$ cat src/rtl/ftsd_pkg.sv
// Shared definitions for the multiplexed 14-segment display scan blocks.
// Latency: n/a (types, constants and a width helper only).
// Backpressure: n/a.
package ftsd_pkg;

    localparam logic FTSD_OFF = 1'b1;

    typedef enum logic {
        ST_BLANK = 1'b0,
        ST_SHOW  = 1'b1
    } scan_st_e;

    // Never returns 0, so a 1-deep counter still gets a real bit.
    function automatic int clog2_safe(input int v);
        int w;
        w = 1;
        while ((1 << w) < v) begin
            w = w + 1;
        end
        return w;
    endfunction

endpackage

$ cat src/rtl/ftsd_prescaler.sv
// Free-running slot prescaler: counts 0..DIV-1 and wraps, with terminal-count and slot-start flags.
// Latency: flags decode the current count combinationally; the count itself is registered.
// Backpressure: none; the counter runs every cycle.
module ftsd_prescaler
    import ftsd_pkg::*;
#(
    parameter  int DIV = 1024,
    localparam int W   = clog2_safe(DIV)
) (
    input  logic         clk,
    input  logic         rst_n,
    output logic [W-1:0] cnt,
    output logic         tc,
    output logic         slot_start
);

    localparam logic [W-1:0] LAST = W'(DIV - 1);

    logic [W-1:0] cnt_q;
    logic [W-1:0] cnt_d;

    always_comb begin
        cnt_d = (cnt_q == LAST) ? '0 : cnt_q + 1'b1;
    end

    always_ff @(posedge clk) begin
        if (!rst_n) begin
            cnt_q <= '0;
        end else begin
            cnt_q <= cnt_d;
        end
    end

    assign cnt        = cnt_q;
    assign tc         = (cnt_q == LAST);
    assign slot_start = (cnt_q == '0);

endmodule

$ cat src/rtl/ftsd_scan_ctl_n.sv
// Self-timed N-digit scan controller with inter-digit blanking, per-digit enable and blink.
// Latency: every output is registered, one cycle behind the prescaler/state condition.
// Backpressure: none; inputs are sampled once per slot on entry to SHOW.
module ftsd_scan_ctl_n
    import ftsd_pkg::*;
#(
    parameter  int NUM_DIGITS   = 4,
    parameter  int SCAN_DIV     = 1024,
    parameter  int BLANK_CYCLES = 16,
    parameter  int BLINK_FRAMES = 64,
    localparam int IW           = clog2_safe(NUM_DIGITS)
) (
    input  logic                    clk,
    input  logic                    rst_n,
    input  logic [4*NUM_DIGITS-1:0] digits_in,
    input  logic [NUM_DIGITS-1:0]   digit_en,
    input  logic [NUM_DIGITS-1:0]   blink_mask,
    output logic [NUM_DIGITS-1:0]   ftsd_ctl,
    output logic [3:0]              ftsd_in,
    output logic [IW-1:0]           scan_idx,
    output logic                    frame_start
);

    localparam int PW = clog2_safe(SCAN_DIV);
    localparam int FW = clog2_safe(BLINK_FRAMES + 1);

    localparam logic [NUM_DIGITS-1:0] CTL_OFF    = {NUM_DIGITS{FTSD_OFF}};
    localparam logic [IW-1:0]         LAST_SLOT  = IW'(NUM_DIGITS - 1);
    localparam logic [FW-1:0]         BLINK_TERM = FW'(BLINK_FRAMES);

    logic [PW-1:0] presc;
    logic          presc_tc;
    logic          presc_start;
    logic          in_blank;

    ftsd_prescaler #(.DIV(SCAN_DIV)) u_presc (
        .clk        (clk),
        .rst_n      (rst_n),
        .cnt        (presc),
        .tc         (presc_tc),
        .slot_start (presc_start)
    );

    generate
        if (BLANK_CYCLES == 0) begin : g_no_blank
            assign in_blank = 1'b0;
        end else begin : g_blank
            assign in_blank = (presc < PW'(BLANK_CYCLES));
        end
    endgenerate

    scan_st_e              state_q, state_d;
    logic [IW-1:0]         slot_q, slot_d;
    logic [FW-1:0]         frm_q, frm_d;
    logic                  blink_on_q, blink_on_d;
    logic [NUM_DIGITS-1:0] ctl_q, ctl_d;
    logic [3:0]            val_q, val_d;
    logic [IW-1:0]         idx_q, idx_d;
    logic                  fs_q, fs_d;

    logic          frame_wrap;
    logic          entry;
    logic          lit;
    logic [IW-1:0] sel_bit;

    always_comb begin
        state_d    = in_blank ? ST_BLANK : ST_SHOW;
        frame_wrap = presc_tc && (slot_q == LAST_SLOT);
        slot_d     = slot_q;
        frm_d      = frm_q;
        blink_on_d = blink_on_q;

        if (presc_tc) begin
            slot_d = frame_wrap ? '0 : slot_q + 1'b1;
        end
        if (frame_wrap) begin
            if (frm_q + 1'b1 == BLINK_TERM) begin
                frm_d      = '0;
                blink_on_d = ~blink_on_q;
            end else begin
                frm_d = frm_q + 1'b1;
            end
        end

        // With no blanking every cycle is SHOW, so slot start doubles as the entry point.
        entry   = (state_d == ST_SHOW) && ((state_q == ST_BLANK) || presc_start);
        lit     = digit_en[slot_q] & ~(blink_mask[slot_q] & ~blink_on_q);
        sel_bit = LAST_SLOT - slot_q;

        ctl_d = CTL_OFF;
        if (state_d == ST_SHOW) begin
            if (entry) begin
                if (lit) begin
                    ctl_d[sel_bit] = ~FTSD_OFF;
                end
            end else begin
                ctl_d = ctl_q;
            end
        end

        val_d = entry ? digits_in[{slot_q, 2'b00} +: 4] : val_q;
        idx_d = slot_q;
        fs_d  = presc_start && (slot_q == '0);
    end

    always_ff @(posedge clk) begin
        if (!rst_n) begin
            state_q    <= ST_BLANK;
            slot_q     <= '0;
            frm_q      <= '0;
            blink_on_q <= 1'b1;
            ctl_q      <= CTL_OFF;
            val_q      <= '0;
            idx_q      <= '0;
            fs_q       <= 1'b0;
        end else begin
            state_q    <= state_d;
            slot_q     <= slot_d;
            frm_q      <= frm_d;
            blink_on_q <= blink_on_d;
            ctl_q      <= ctl_d;
            val_q      <= val_d;
            idx_q      <= idx_d;
            fs_q       <= fs_d;
        end
    end

    assign ftsd_ctl    = ctl_q;
    assign ftsd_in     = val_q;
    assign scan_idx    = idx_q;
    assign frame_start = fs_q;

endmodule

$ cat config.mk
export PLATFORM = sky130hd
export DESIGN_NAME = ftsd_scan_ctl_n
export DESIGN_NICKNAME = d
export VERILOG_FILES = /design/src/rtl/ftsd_pkg.sv /design/src/rtl/ftsd_prescaler.sv /design/src/rtl/ftsd_scan_ctl_n.sv
export SDC_FILE = /design/constraint.sdc
export NUM_CORES = 1
export LEC_CHECK = 0
export BUFFER_PORTS_ARGS = -buffer_cell sky130_fd_sc_hd__buf_2
export CAP_MARGIN = 20
export CORE_ASPECT_RATIO = 0.9
export CORE_MARGIN = 1.5
export CORE_UTILIZATION = 55
export CTS_BUF_LIST = sky130_fd_sc_hd__clkbuf_4 sky130_fd_sc_hd__clkbuf_8
export CTS_CLUSTER_DIAMETER = 60
export DETAILED_ROUTE_END_ITERATION = 10
export PLACE_DENSITY = 0.9
export SLEW_MARGIN = 20
export SYNTH_ARGS = -nofsm -noshare
export SYNTH_HDL_FRONTEND = slang
export SYNTH_SLANG_ARGS = --single-unit
$ cat constraint.sdc
create_clock -name clk -period 1.9 [get_ports clk]
set_input_delay 0.19 -clock clk [delete_from_list [all_inputs] [get_ports clk]]
set_output_delay 0.19 -clock clk [all_outputs]
set_load 0.005 [all_outputs]
==> flow_metrics.py, run 1 <==
metrics = {
    "status": {
        "status": "finished clean",
    },
    "flow_run": {
        "timing.max_cap.violations": 0,
    },
    "synthesis": {
        "synthCells": 161,
        "synthTopCellsByCount": "32 x dfxtp_1, 14 x nor2_1, 9 x nand2_1",
        "netlist_area_mm2": 0.00163,
        "synth_top_flop_cell": "dfxtp_1",
        "yosysTopAreaCellShare": 0.393,
        "yosys.area.top_type": "dfxtp_1",
        "synth_top_family_by_area": "simple AND/OR/NAND/NOR gates",
        "synth-compound-area-share": 0.0637,
        "synth_area_leaders": "dfxtp_1 39%, mux4_2 6.9%, ha_1 5.4%",
        "synth_mux_area_frac": 0.126,
        "synth_simple_gate_area_frac": 0.269,
        "seq_area_frac_synth": 0.393,
        "synthArstFlopShare": 0,
        "syn_nets": 194,
        "synth_xor_area_frac": 0.0590,
        "yosysMostFrequentCell": "dfxtp_1",
        "ys_warn_count": 0,
        "synth_cell_types": 40,
        "yosys.area_share.adder": 0.0537,
        "synth_seq_cells": 32,
        "synth_edf_count": 0,
        "syn_avg_cell_area_um2": 10.1,
    },
    "layout": {
        "final_layout_size_suffix_gt1_frac": 0.297,
        "n_antenna_cell": 0,
        "fillers": 235,
        "areaGrowthSynthToFinish_pct": 17.7,
        "layoutNonFillerInstCount": 242,
        "finalNetCount": 234,
        "design_area_mm2": 0.00192,
    },
    "sta": {
        "post-route-period-util": 0.919,
        "fin_tns_setup_ps": 0,
        "fmax_mhz": 573,
        "hold_viol": 0,
        "slew_viol_final": 0,
        "finClkSkew_ps": 6.28,
        "rsz0062_at_grt": "false",
        "slew_headroom": 0.595,
        "finalSetupViolations": 0,
        "worst_slew_pin_slew_ps": 607,
        "period_needed_ps": 1750,
    },
    "cts": {
        "ctsRootBufferMaster": "clkbuf_4",
        "clkTransAtPathRegs_ps": 90,
        "cts_buffer_depth": 2,
        "cts_inserted_buffers": 5,
        "clk_latency_ps": 340,
        "holdBufCountCts": 0,
        "cts_setup_buffers": 0,
        "cts_tree": "built",
        "htreeDepth": 2,
        "ctsResizeCount": 0,
        "clock_sinks": 32,
    },
    "setup_path": {
        "cp-end-kind": "register",
        "worst_ep_arrival_time_ps": 2030,
        "start_kind": "register",
        "cp_max_fo": 9,
        "crit_required_ps": 2180,
        "critPathKind": "reg2reg",
    },
    "drt": {
        "routedWlPerCell_um": 14.7,
        "drcViolationCount": 0,
        "drt-vias-per-instance": 5.42,
        "route.layer.met1.wl_mm": 1.48,
        "routed_wl_mm": 3.56,
        "drtIter0Drc": 80,
        "final_antenna_net_count": 0,
        "met3_length_um": 157,
        "top_layer_used": "met4",
        "firstDrtPassIters": 4,
        "wl_met2_mm": 1.83,
        "vias": 1312,
    },
    "placed_design": {
        "dp_hpwl_mm": 2.67,
        "place_area_mm2": 0.00185,
        "port_buffers": 36,
        "place_congestion": 0.821,
        "placed_cells": 234,
    },
    "floorplanning": {
        "die_w_um": 60.4,
        "rows": 18,
        "die_area_mm2": 0.00330,
        "pin_count": 37,
        "die_h_um": 54.7,
        "core-area_mm2": 0.00279,
        "start_util": 0.584,
    },
    "power_and_ir_drop": {
        "power.density_mw_per_mm2": 619,
        "p_leak_nw": 0.804,
        "ir_drop_mv": 0.467,
    },
    "grt": {
        "grt-ovfl-total": 0,
        "antenna_found_initial": 0,
        "grt_max_degree": 27,
        "grt_pass1_vias": 1267,
        "grtUsageTotal": 0.235,
        "grt_pass1_wl_mm": 5.47,
    },
    "hold_path": {
        "min_path_type": "in2reg",
    },
}
final timing paths:
path / from / end / slack (ps) / cells past startpoint
min: rst_n / blink_on_q$_SDFFE_PN1P_ / 230 / 2
max reg2reg: u_presc.cnt[0]$_SDFF_PP0_ / blink_on_q$_SDFFE_PN1P_ / 150 / 5
min reg2reg: ftsd_ctl[3]$_SDFFE_PP1P_ / ftsd_ctl[3]$_SDFFE_PP1P_ / 500 / 1
max: u_presc.cnt[0]$_SDFF_PP0_ / blink_on_q$_SDFFE_PN1P_ / 150 / 5
layout make-up:
type	instances	area (um^2)	area share
inverter	7	26.3	0.0137
multi-input combinational	116	935	0.487
clock buffer	8	66.3	0.0345
sequential	32	641	0.334
tap	40	50.0	0.0261
timing repair buffer	39	203	0.106
kinds of logic (layout without fill, tap and decap cells):
family | after synthesis | count (layout)
AND/OR/NAND/NOR | 70 | 70
adder cells (fa/ha/maj) | 7 | 7
AO/OA/AOI/OAI | 14 | 14
flip-flops | 32 | 32
XOR/XNOR | 11 | 11
multiplexers | 14 | 14
buffers and inverters | 13 | 54
state kept, by name (all words and copies together) (netlist names):
| signal | flops |
|---|---|
| blink_on_q | 1 |
| frame_start | 1 |
| frm_q | 7 |
| ftsd_ctl | 4 |
| ftsd_in | 4 |
| idx_d | 2 |
| scan_idx | 2 |
| state_q | 1 |
| u_presc.cnt | 10 |
power by group:
part	leakage, nW	internal, mW	switching [mW]	total [mW]
Sequential	0.259	0.678	0.00821	0.686
Clock	0.0394	0.211	0.221	0.432
Combinational	0.506	0.0395	0.0307	0.0702
Total	0.804	0.928	0.260	1.19
through the flow:
stage                util  power (mW)  hold slack [ps]  setup slack (ps)
CTS                 0.687        1.20              211               111
global placement    0.663       0.765              454               249
global route        0.688        1.24              239              57.7
floorplan               -       0.736              342               351
detailed placement  0.663       0.772              486               156
finish              0.688        1.19              226               154
placed cells by master, fill, tap and decap left out, drive strengths merged, types with 2 or more instances in the layout:
| master | instances |
|---|---|
| nand2b | 2 |
| nand3 | 8 |
| xnor2 | 6 |
| and4 | 2 |
| xor2 | 5 |
| buf | 39 |
| mux2 | 2 |
| ha | 7 |
| and2 | 7 |
| mux4 | 5 |
| dfxtp | 32 |
| nor2b | 8 |
| nand2 | 9 |
| nor3 | 3 |
| nor4 | 5 |
| a2bb2oi | 4 |
| clkbuf | 8 |
| a21oi | 2 |
| nor2 | 14 |
| inv | 7 |
| o21ai | 2 |
| mux2i | 7 |
| a21o | 2 |
| and4b | 2 |
| nand4 | 5 |
worst max-delay path, stage by stage (launching register included):
cell and delay (ps):
dfxtp_1 400, ha_1 280, nand4_4 220, nor3_4 330
or3b_1 380, nand3_1 80
layer usage:
metal / vias to the layer above / global-route usage
met5: - / 0
met4: 0 / 0.112
met3: 11 / 0.0898
met2: 28 / 0.389
met1: 615 / 0.267
li1: 658 / -
Note: power is estimated with default switching activity, not from simulation.
==> run 2, diff against run 1 <==
--- a/config.mk
+++ b/config.mk
@@ -9,11 +9,11 @@
 export CAP_MARGIN = 20
 export CORE_ASPECT_RATIO = 0.9
 export CORE_MARGIN = 1.5
-export CORE_UTILIZATION = 55
+export CORE_UTILIZATION = 40
 export CTS_BUF_LIST = sky130_fd_sc_hd__clkbuf_4 sky130_fd_sc_hd__clkbuf_8
 export CTS_CLUSTER_DIAMETER = 60
 export DETAILED_ROUTE_END_ITERATION = 10
-export PLACE_DENSITY = 0.9
+export PLACE_DENSITY = 0.71
 export SLEW_MARGIN = 20
 export SYNTH_ARGS = -nofsm -noshare
 export SYNTH_HDL_FRONTEND = slang
==> flow_metrics.py, run 2 (synthesized netlist as in run 1, its figures left out) <==
metrics = {
    "drt": {
        "drcViolationCount": 0,
        "drtIter0Drc": 69,
        "routedWlPerCell_um": 12.9,
        "top_layer_used": "met4",
        "firstDrtPassIters": 4,
        "final_antenna_net_count": 0,
        "route.layer.met1.wl_mm": 1.56,
        "drt-vias-per-instance": 5.16,
        "routed_wl_mm": 3.24,
        "met3_length_um": 101,
        "wl_met2_mm": 1.51,
        "vias": 1294,
    },
    "cts": {
        "clk_latency_ps": 280,
        "cts_buffer_depth": 2,
        "cts_tree": "built",
        "clock_sinks": 32,
        "htreeDepth": 2,
        "cts_inserted_buffers": 5,
        "ctsResizeCount": 0,
        "holdBufCountCts": 0,
        "ctsRootBufferMaster": "clkbuf_8",
        "clkTransAtPathRegs_ps": 60,
        "cts_setup_buffers": 0,
    },
    "setup_path": {
        "reg2reg_to": "frm_q[4]$_SDFFE_PN0P_",
        "crit_required_ps": 2070,
        "r2r_cells": 5,
        "start_kind": "register",
        "ff2ff_setup_slack_ps": 240,
        "worst_ep_arrival_time_ps": 1830,
        "cp-startpoint": "u_presc.cnt[0]$_SDFF_PP0_",
        "critPathKind": "reg2reg",
        "cp_max_fo": 9,
        "cp-end-kind": "register",
        "rr_startpoint": "u_presc.cnt[0]$_SDFF_PP0_",
        "critPathCapture": "frm_q[4]$_SDFFE_PN0P_",
    },
    "power_and_ir_drop": {
        "ir_drop_mv": 0.472,
        "switching_share": 0.207,
        "switchingPower_mw": 0.271,
        "p_leak_nw": 0.834,
        "power_frac_comb": 0.051,
        "p_clk_frac": 0.426,
        "internal_power_mw": 1.04,
        "seq_power_share": 0.523,
        "power.density_mw_per_mm2": 663,
    },
    "placed_design": {
        "port_buffers": 36,
        "dp_hpwl_mm": 2.44,
        "place_congestion": 0.716,
        "placed_cells": 243,
    },
    "layout": {
        "final_common_cell": "buf_2",
        "layoutNonFillerInstCount": 251,
        "largest_reg_flops": 10,
        "final_layout_size_suffix_gt1_frac": 0.302,
        "n_antenna_cell": 0,
        "finalNetCount": 237,
        "areaGrowthSynthToFinish_pct": 21.3,
        "layout_common_cells": "36 x buf_2, 32 x dfxtp_1, 14 x nor2_1",
    },
    "sta": {
        "finalSetupViolations": 0,
        "slew_viol_final": 0,
        "hold_viol": 0,
        "fin_tns_setup_ps": 0,
        "post-route-period-util": 0.873,
        "slew_headroom": 0.723,
        "period_needed_ps": 1660,
        "rsz0062_at_grt": "false",
        "fmax_mhz": 603,
        "finClkSkew_ps": 2.96,
        "worst_slew_pin_slew_ps": 416,
    },
    "hold_path": {
        "holdPathStages": 2,
        "min_from": "rst_n",
        "min_path_type": "in2reg",
    },
    "flow_run": {
        "timing.max_cap.violations": 0,
    },
    "floorplanning": {
        "start_util": 0.428,
        "die_w_um": 70.3,
        "die_area_mm2": 0.00447,
        "die_h_um": 63.6,
        "pin_count": 37,
        "core-area_mm2": 0.00381,
        "rows": 21,
    },
    "grt": {
        "grt_max_degree": 27,
        "grt_pass1_wl_mm": 5.61,
        "grt-ovfl-total": 0,
        "grt_pass1_vias": 1290,
        "antenna_found_initial": 0,
        "grtUsageTotal": 0.163,
    },
    "status": {
        "status": "finished clean",
    },
}
[run 2: power groups by stage]
stage,clock network [mW],logic (mW),registers [mW]
2_1_floorplan,0,0.0378,0.698
3_3_place_gp,0,0.0655,0.701
3_5_place_dp,0,0.0681,0.701
4_1_cts,0.580,0.0682,0.686
5_1_grt,0.611,0.0761,0.687
6_report,0.559,0.0675,0.686
[run 2: metrics by stage]
step	area [um^2]	total power [mW]	util	worst slack, ps	hold WS (ps)
after floorplan	1630	0.736	-	351	342
after global placement	1880	0.767	0.494	282	457
after detailed placement	1880	0.770	0.494	228	463
after CTS	1980	1.34	0.520	217	285
after global routing	1980	1.37	0.520	109	310
final	1980	1.31	0.520	241	302
[run 2: how the worst min path moves through the flow]
stage	to	slack (ps)
final	blink_on_q$_SDFFE_PN1P_	300
after global routing	blink_on_q$_SDFFE_PN1P_	310
after CTS	blink_on_q$_SDFFE_PN1P_	280
after detailed placement	u_presc.cnt[0]$_SDFF_PP0_	460
after global placement	u_presc.cnt[0]$_SDFF_PP0_	460
after floorplan	frm_q[4]$_SDFFE_PN0P_	340
[run 2: routing by layer]
metal	vias up	global-route usage
met5	-	0
met4	0	0.0865
met3	5	0.0480
met2	14	0.250
met1	615	0.205
li1	660	-
[run 2: critical path: stages, from the launching register on]
cell,delay [ps]
dfxtp_1,390
ha_1,260
nand4_4,210
nor4_4,420
nand3_1,150
mux2i_1,130
[run 2: layout make-up]
cell class              instances  area [um^2]
clock buffers                   8         97.6
fillers                       359         1830
flip-flops and latches         32          641
repair buffers                 42          225
inverters                       7         26.3
multi-input cells             116          932
well taps                      46         57.6
